==> src/rtl/traffic_pkg.sv <==
// Shared types for the traffic phase scheduler: phase encoding, way index and lamp helpers.
package traffic_pkg;

    typedef enum logic [1:0] {
        PH_IDLE   = 2'd0,
        PH_GREEN  = 2'd1,
        PH_YELLOW = 2'd2,
        PH_ALLRED = 2'd3
    } phase_e;

    typedef logic [1:0] way_t;

    localparam logic [3:0] ALL_RED_LAMPS = 4'b1111;

    function automatic logic [3:0] way_onehot(input way_t w);
        way_onehot = 4'b0001 << w;
    endfunction

endpackage

==> src/rtl/rr_arbiter4.sv <==
// Combinational round-robin pick over four ways; the search starts one above base.
module rr_arbiter4
    import traffic_pkg::*;
(
    input  logic [3:0] pending,
    input  way_t       base,
    output way_t       winner,
    output logic       valid
);

    logic [3:0] rot_s;
    way_t       off_s;

    // Rotate the request mask so bit 0 is the way just above base, then priority-encode.
    always_comb begin
        for (int k = 0; k < 4; k++) begin
            rot_s[k] = pending[way_t'(base + way_t'(k) + 2'd1)];
        end
        if (rot_s[0]) begin
            off_s = 2'd0;
        end else if (rot_s[1]) begin
            off_s = 2'd1;
        end else if (rot_s[2]) begin
            off_s = 2'd2;
        end else if (rot_s[3]) begin
            off_s = 2'd3;
        end else begin
            off_s = 2'd0;
        end
        valid  = |rot_s;
        winner = way_t'(base + off_s + 2'd1);
    end

endmodule

==> src/rtl/traffic_phase_scheduler.sv <==
// Demand-actuated four-way phase scheduler with min/max green, yellow and all-red timing
// plus an emergency preempt that overrides the round-robin order.
module traffic_phase_scheduler
    import traffic_pkg::*;
#(
    parameter int N_WAY     = 4,
    parameter int MIN_GREEN = 5,
    parameter int MAX_GREEN = 15,
    parameter int YELLOW    = 3,
    parameter int ALL_RED   = 1,
    parameter int CNT_W     = 5
) (
    input  logic             clk,
    input  logic             rst,
    input  logic [N_WAY-1:0] req,
    input  logic             preempt,
    input  logic [1:0]       preempt_way,
    output logic [N_WAY-1:0] g,
    output logic [N_WAY-1:0] y,
    output logic [N_WAY-1:0] r,
    output logic [1:0]       active_way,
    output logic             grant
);

    localparam logic [CNT_W-1:0] MIN_LAST = CNT_W'(MIN_GREEN - 1);
    localparam logic [CNT_W-1:0] MAX_LAST = CNT_W'(MAX_GREEN - 1);
    localparam logic [CNT_W-1:0] YEL_LAST = CNT_W'(YELLOW - 1);
    localparam logic [CNT_W-1:0] AR_LAST  = CNT_W'(ALL_RED - 1);
    localparam logic [CNT_W-1:0] CNT_MAX  = '1;

    phase_e           state_r;
    logic [CNT_W-1:0] cnt_r;
    logic [CNT_W-1:0] cnt_inc_s;
    logic [3:0]       pending_r;
    logic [3:0]       others_s;
    way_t             rr_base_r;
    way_t             arb_way_s;
    logic             arb_valid_s;
    way_t             pick_way_s;
    logic             pick_valid_s;
    logic             green_exit_s;
    logic             enter_green_s;

    rr_arbiter4 u_arb (
        .pending (pending_r),
        .base    (rr_base_r),
        .winner  (arb_way_s),
        .valid   (arb_valid_s)
    );

    // Winner selection, green exit test and the decision to start a new green.
    always_comb begin
        cnt_inc_s = (cnt_r == CNT_MAX) ? cnt_r : cnt_r + CNT_W'(1);
        others_s  = pending_r & ~way_onehot(active_way);

        if (preempt) begin
            pick_way_s   = preempt_way;
            pick_valid_s = 1'b1;
        end else begin
            pick_way_s   = arb_way_s;
            pick_valid_s = arb_valid_s;
        end

        // A preempt to another way cuts green short regardless of MIN_GREEN.
        if (preempt) begin
            green_exit_s = (preempt_way != active_way);
        end else begin
            green_exit_s = (others_s != 4'b0000) && (cnt_r >= MIN_LAST) &&
                           (!req[active_way] || (cnt_r >= MAX_LAST));
        end

        case (state_r)
            PH_IDLE:   enter_green_s = pick_valid_s;
            PH_ALLRED: enter_green_s = pick_valid_s && (cnt_r == AR_LAST);
            default:   enter_green_s = 1'b0;
        endcase
    end

    // Phase sequencer with registered lamps, grant pulse and pending latch.
    always_ff @(posedge clk) begin
        if (rst) begin
            state_r    <= PH_IDLE;
            cnt_r      <= '0;
            pending_r  <= 4'b0000;
            rr_base_r  <= 2'd3;
            active_way <= 2'd0;
            g          <= 4'b0000;
            y          <= 4'b0000;
            r          <= ALL_RED_LAMPS;
            grant      <= 1'b0;
        end else begin
            grant     <= 1'b0;
            pending_r <= (pending_r | req) &
                         ~(enter_green_s ? way_onehot(pick_way_s) : 4'b0000);
            if (enter_green_s) begin
                state_r    <= PH_GREEN;
                cnt_r      <= '0;
                active_way <= pick_way_s;
                rr_base_r  <= pick_way_s;
                grant      <= 1'b1;
                g          <= way_onehot(pick_way_s);
                y          <= 4'b0000;
                r          <= ~way_onehot(pick_way_s);
            end else begin
                case (state_r)
                    PH_GREEN: begin
                        if (green_exit_s) begin
                            state_r <= PH_YELLOW;
                            cnt_r   <= '0;
                            g       <= 4'b0000;
                            y       <= way_onehot(active_way);
                        end else begin
                            cnt_r <= cnt_inc_s;
                        end
                    end
                    PH_YELLOW: begin
                        if (cnt_r == YEL_LAST) begin
                            state_r <= PH_ALLRED;
                            cnt_r   <= '0;
                            y       <= 4'b0000;
                            r       <= ALL_RED_LAMPS;
                        end else begin
                            cnt_r <= cnt_inc_s;
                        end
                    end
                    PH_ALLRED: begin
                        if (cnt_r == AR_LAST) begin
                            state_r <= PH_IDLE;
                            cnt_r   <= '0;
                        end else begin
                            cnt_r <= cnt_inc_s;
                        end
                    end
                    default: begin
                        cnt_r <= cnt_inc_s;
                    end
                endcase
            end
        end
    end

endmodule

==> config.mk <==
export PLATFORM = sky130hd
export DESIGN_NAME = traffic_phase_scheduler
export DESIGN_NICKNAME = d
export VERILOG_FILES = /design/src/rtl/traffic_pkg.sv /design/src/rtl/rr_arbiter4.sv /design/src/rtl/traffic_phase_scheduler.sv
export SDC_FILE = /design/constraint.sdc
export NUM_CORES = 1
export LEC_CHECK = 0
export CAP_MARGIN = 20
export CORE_MARGIN = 2
export CORE_UTILIZATION = 30
export CTS_CLUSTER_SIZE = 20
export DETAILED_ROUTE_END_ITERATION = 7
export PLACE_DENSITY = 0.48
export SKIP_LAST_GASP = 1
export SLEW_MARGIN = 15
export SYNTH_ARGS = -nofsm -noshare
export SYNTH_HDL_FRONTEND = slang
export SYNTH_SLANG_ARGS = --single-unit
==> constraint.sdc <==
create_clock -name clk -period 4.1 [get_ports clk]
set_clock_uncertainty 0.2 [all_clocks]
set_input_delay 1.23 -clock clk [delete_from_list [all_inputs] [get_ports clk]]
set_output_delay 1.23 -clock clk [all_outputs]
set_load 0.02 [all_outputs]
==> impl_results.md <==
- H-tree level count: 1
- Vias in the first global route: 1,390
- Post-synthesis register bit count: 28
- Buffers added on ports: 23
- Sw frac: 45.1%
- Post-synth EDFFs: 0
- Starting Density: 31.1%
- First-pass iteration count of the detailed router: 4
- Worst setup EP type: register
- Switching power: 659 µW
- Global placer's final weighted congestion: 0.826
- Post-CTS Resized: 0
- Nets@finish: 220
- Setup WS pre-CTS: 0.637 ns
- Synthesized area per cell: 8.83 µm²
- Clock sinks: 28
- Worst slew pin tran: 0.778 ns
- Data arrival time of the critical path: 3.21 ns
- Worst-path maximum fanout: 14
- Final critical-path share of the clock period: 77.7%
- Crit path required time: 4.13 ns
- Synth Instances: 181
- Relative slew slack: 46.7%
- Tot Pwr: 1460 µW
- Antenna Cells: 0
- Pin count of the biggest net entering global routing: 17
- Ports: 24
- Total Routing Usage GR: 13.4%
- Clk network pwr share: 12.1%
- Filler cell count: 555
- DRT iter0 DRCs: 91
- CTS hold repair buffers: 0
- MaxCap Viol Count: 0
- Postcts setup bufs: 0
- Final setup TNS: 0 ns
- Final setup viols: 0
- Async SR Flop Fraction: 0%
- Global-route wire length before repair: 6460 µm
- Slew Limit Fails: 0
- F_max: 314 MHz
- Area contributors post-synth: dfxtp_1 35%, ha_1 7.8%, nor2_1 5.6%
- Fin. Hold Viols: 0
- Ratio of cells with drive above 1 in the final layout: 8.50%
- Later-pin clock latency in the skew report: 0.28 ns
- Mapped cell area: 1600 µm²
- Area Growth Syn to Fin: 21.1%
- Drt wl/cell: 14.2 µm
- Comb power frac: 55.4%
- Top cell type's share of synthesized area: 35.1%
- Seq/Total Area, Yosys: 35.1%
- Core area: 5140 µm²
- Total Routed Length: 3840 µm
- Most common cell in the netlist: dfxtp_1
- P_leak: 0.000697 µW
- TritonCTS buffer count: 3
- Pwr dens: 756 nW/µm²
- Root buffer cell: clkbuf_8
- DRC violations left: 0
- Via density per instance: 5.27
- CTS tree: done
- Final min period: 3.18 ns
- Commonest cells post-synth: 28 x dfxtp_1, 24 x nor2_1, 12 x a21oi_1
- Die ar.: 5930 µm²
- Routed vias: 1,423
- Initial antenna violation count: 0
- RSZ-0062 raised after global routing: false
- HPWL Detailed: 2940 µm
- Clk slew on worst S/H paths: 0.10 ns
- Internal power: 803 µW
- Overflow after GRT: 0
- Syn Nets: 200
- Setup ws final: 0.915 ns
- Crit Path Class: primary input to register
- Seq pwr share: 32.6%
- Yosys cell types: 43
- # rows: 26
- Synth warnings: 0
- Synth area leader: dfxtp_1
- CP startpoint kind: primary input
- Min-delay worst type: register to register
- Worst vdd rail ir drop: 338 µV
- Antenna Nets Post-Route: 0
- Multi-input gate area: 948 µm²
- Register area: 561 µm²
- Chip width: 77.0 µm
- Status: finished, final reports clean
- Post-synth top flop: dfxtp_1
- Die Span Y: 77.0 µm
- CTS max path bufs: 2
critical path: stages:
cell,delay [ns]
clkdlybuf4s50_1,0.49
inv_1,0.24
a311oi_2,0.14
buf_4,0.21
or2_1,0.32
a31oi_1,0.40
a32o_1,0.19
routing by layer:
| layer | track usage [%] | wire length [µm] | vias to the layer above |
|---|---|---|---|
| met1 | 18.0 | 1880 | 658 |
| met2 | 21.0 | 1680 | 50 |
| met5 | 0 | 0 | - |
| li1 | - | - | 707 |
| met4 | 5.71 | 83 | 0 |
| met3 | 2.47 | 203 | 8 |
power by group through the flow:
stage	clock network (µW)	registers (µW)	logic [µW]
6_report	177	476	809
5_1_grt	194	496	894
4_1_cts	182	477	812
3_5_place_dp	0	482	808
3_3_place_gp	0	480	793
2_1_floorplan	0	470	575
final cells by class:
| cell class | instances | area share, % |
|---|---|---|
| multi-input cells | 134 | 49.0 |
| flip-flops and latches | 28 | 29.0 |
| repair buffers | 26 | 13.1 |
| well taps | 70 | 4.53 |
| clock buffers | 4 | 2.85 |
| inverters | 8 | 1.55 |
kinds of logic (layout without fill, tap and decap cells):
kind of cell	after synthesis	after routing	synth area share [%]
muxes	8	8	5.87
DFF	28	28	35.1
and+or+nand+nor	66	66	22.5
adders and majority gates	10	10	7.83
AOI/OAI and AO/OA	44	44	19.9
buffers and inverters	19	38	5.56
xor gates and xnor gates	6	6	3.29
placed cells by master, fill, tap and decap left out, drive strengths merged, types with 2 or more instances in the layout:
cell / instances
a21oi: 12
nor4: 7
nand2: 3
or2: 3
clkdlybuf4s50: 23
a32oi: 2
nor2: 26
buf: 3
and3: 2
inv: 8
nand3: 5
a31oi: 10
a32o: 4
nor2b: 2
clkbuf: 4
nor3: 8
dfxtp: 28
or3: 2
xnor2: 6
nor3b: 2
a21boi: 2
o32ai: 2
a211oi: 5
ha: 10
nand2b: 3
a311oi: 3
mux2i: 6
sequential cells by signal, summed over array words and instances, names as in the netlist:
| name | cells |
|---|---|
| state_r | 2 |
| y | 4 |
| grant | 1 |
| g | 4 |
| cnt_r | 5 |
| active_way | 2 |
| rr_base_r | 2 |
| r | 4 |
| pending_r | 4 |
through the flow:
stage                     hold slack, ns  util [%]  instances  instance area (µm²)
after floorplan                    0.332         -        181                 1600
after global placement             0.258      36.6        266                 1880
after detailed placement           0.262      36.6        266                 1880
after CTS                          0.281      37.6        270                 1930
after global routing               0.305      37.6        270                 1930
final                              0.274      37.6        270                 1930
path summary, 6_finish.rpt:
| check | startpoint | endpoint | slack [ns] | cells after the start |
|---|---|---|---|---|
| setup reg to reg | rr_base_r[0]$_SDFFE_PP1P_ | pending_r[1]$_SDFF_PP0_ | 1.28 | 9 |
| hold reg to reg | y[2]$_SDFFE_PP0P_ | y[2]$_SDFFE_PP0P_ | 0.27 | 2 |
| hold / removal | y[2]$_SDFFE_PP0P_ | y[2]$_SDFFE_PP0P_ | 0.27 | 2 |
| setup / recovery | preempt | g[2]$_SDFFE_PP0P_ | 0.92 | 7 |
Note: power is estimated with default switching activity, not from simulation.
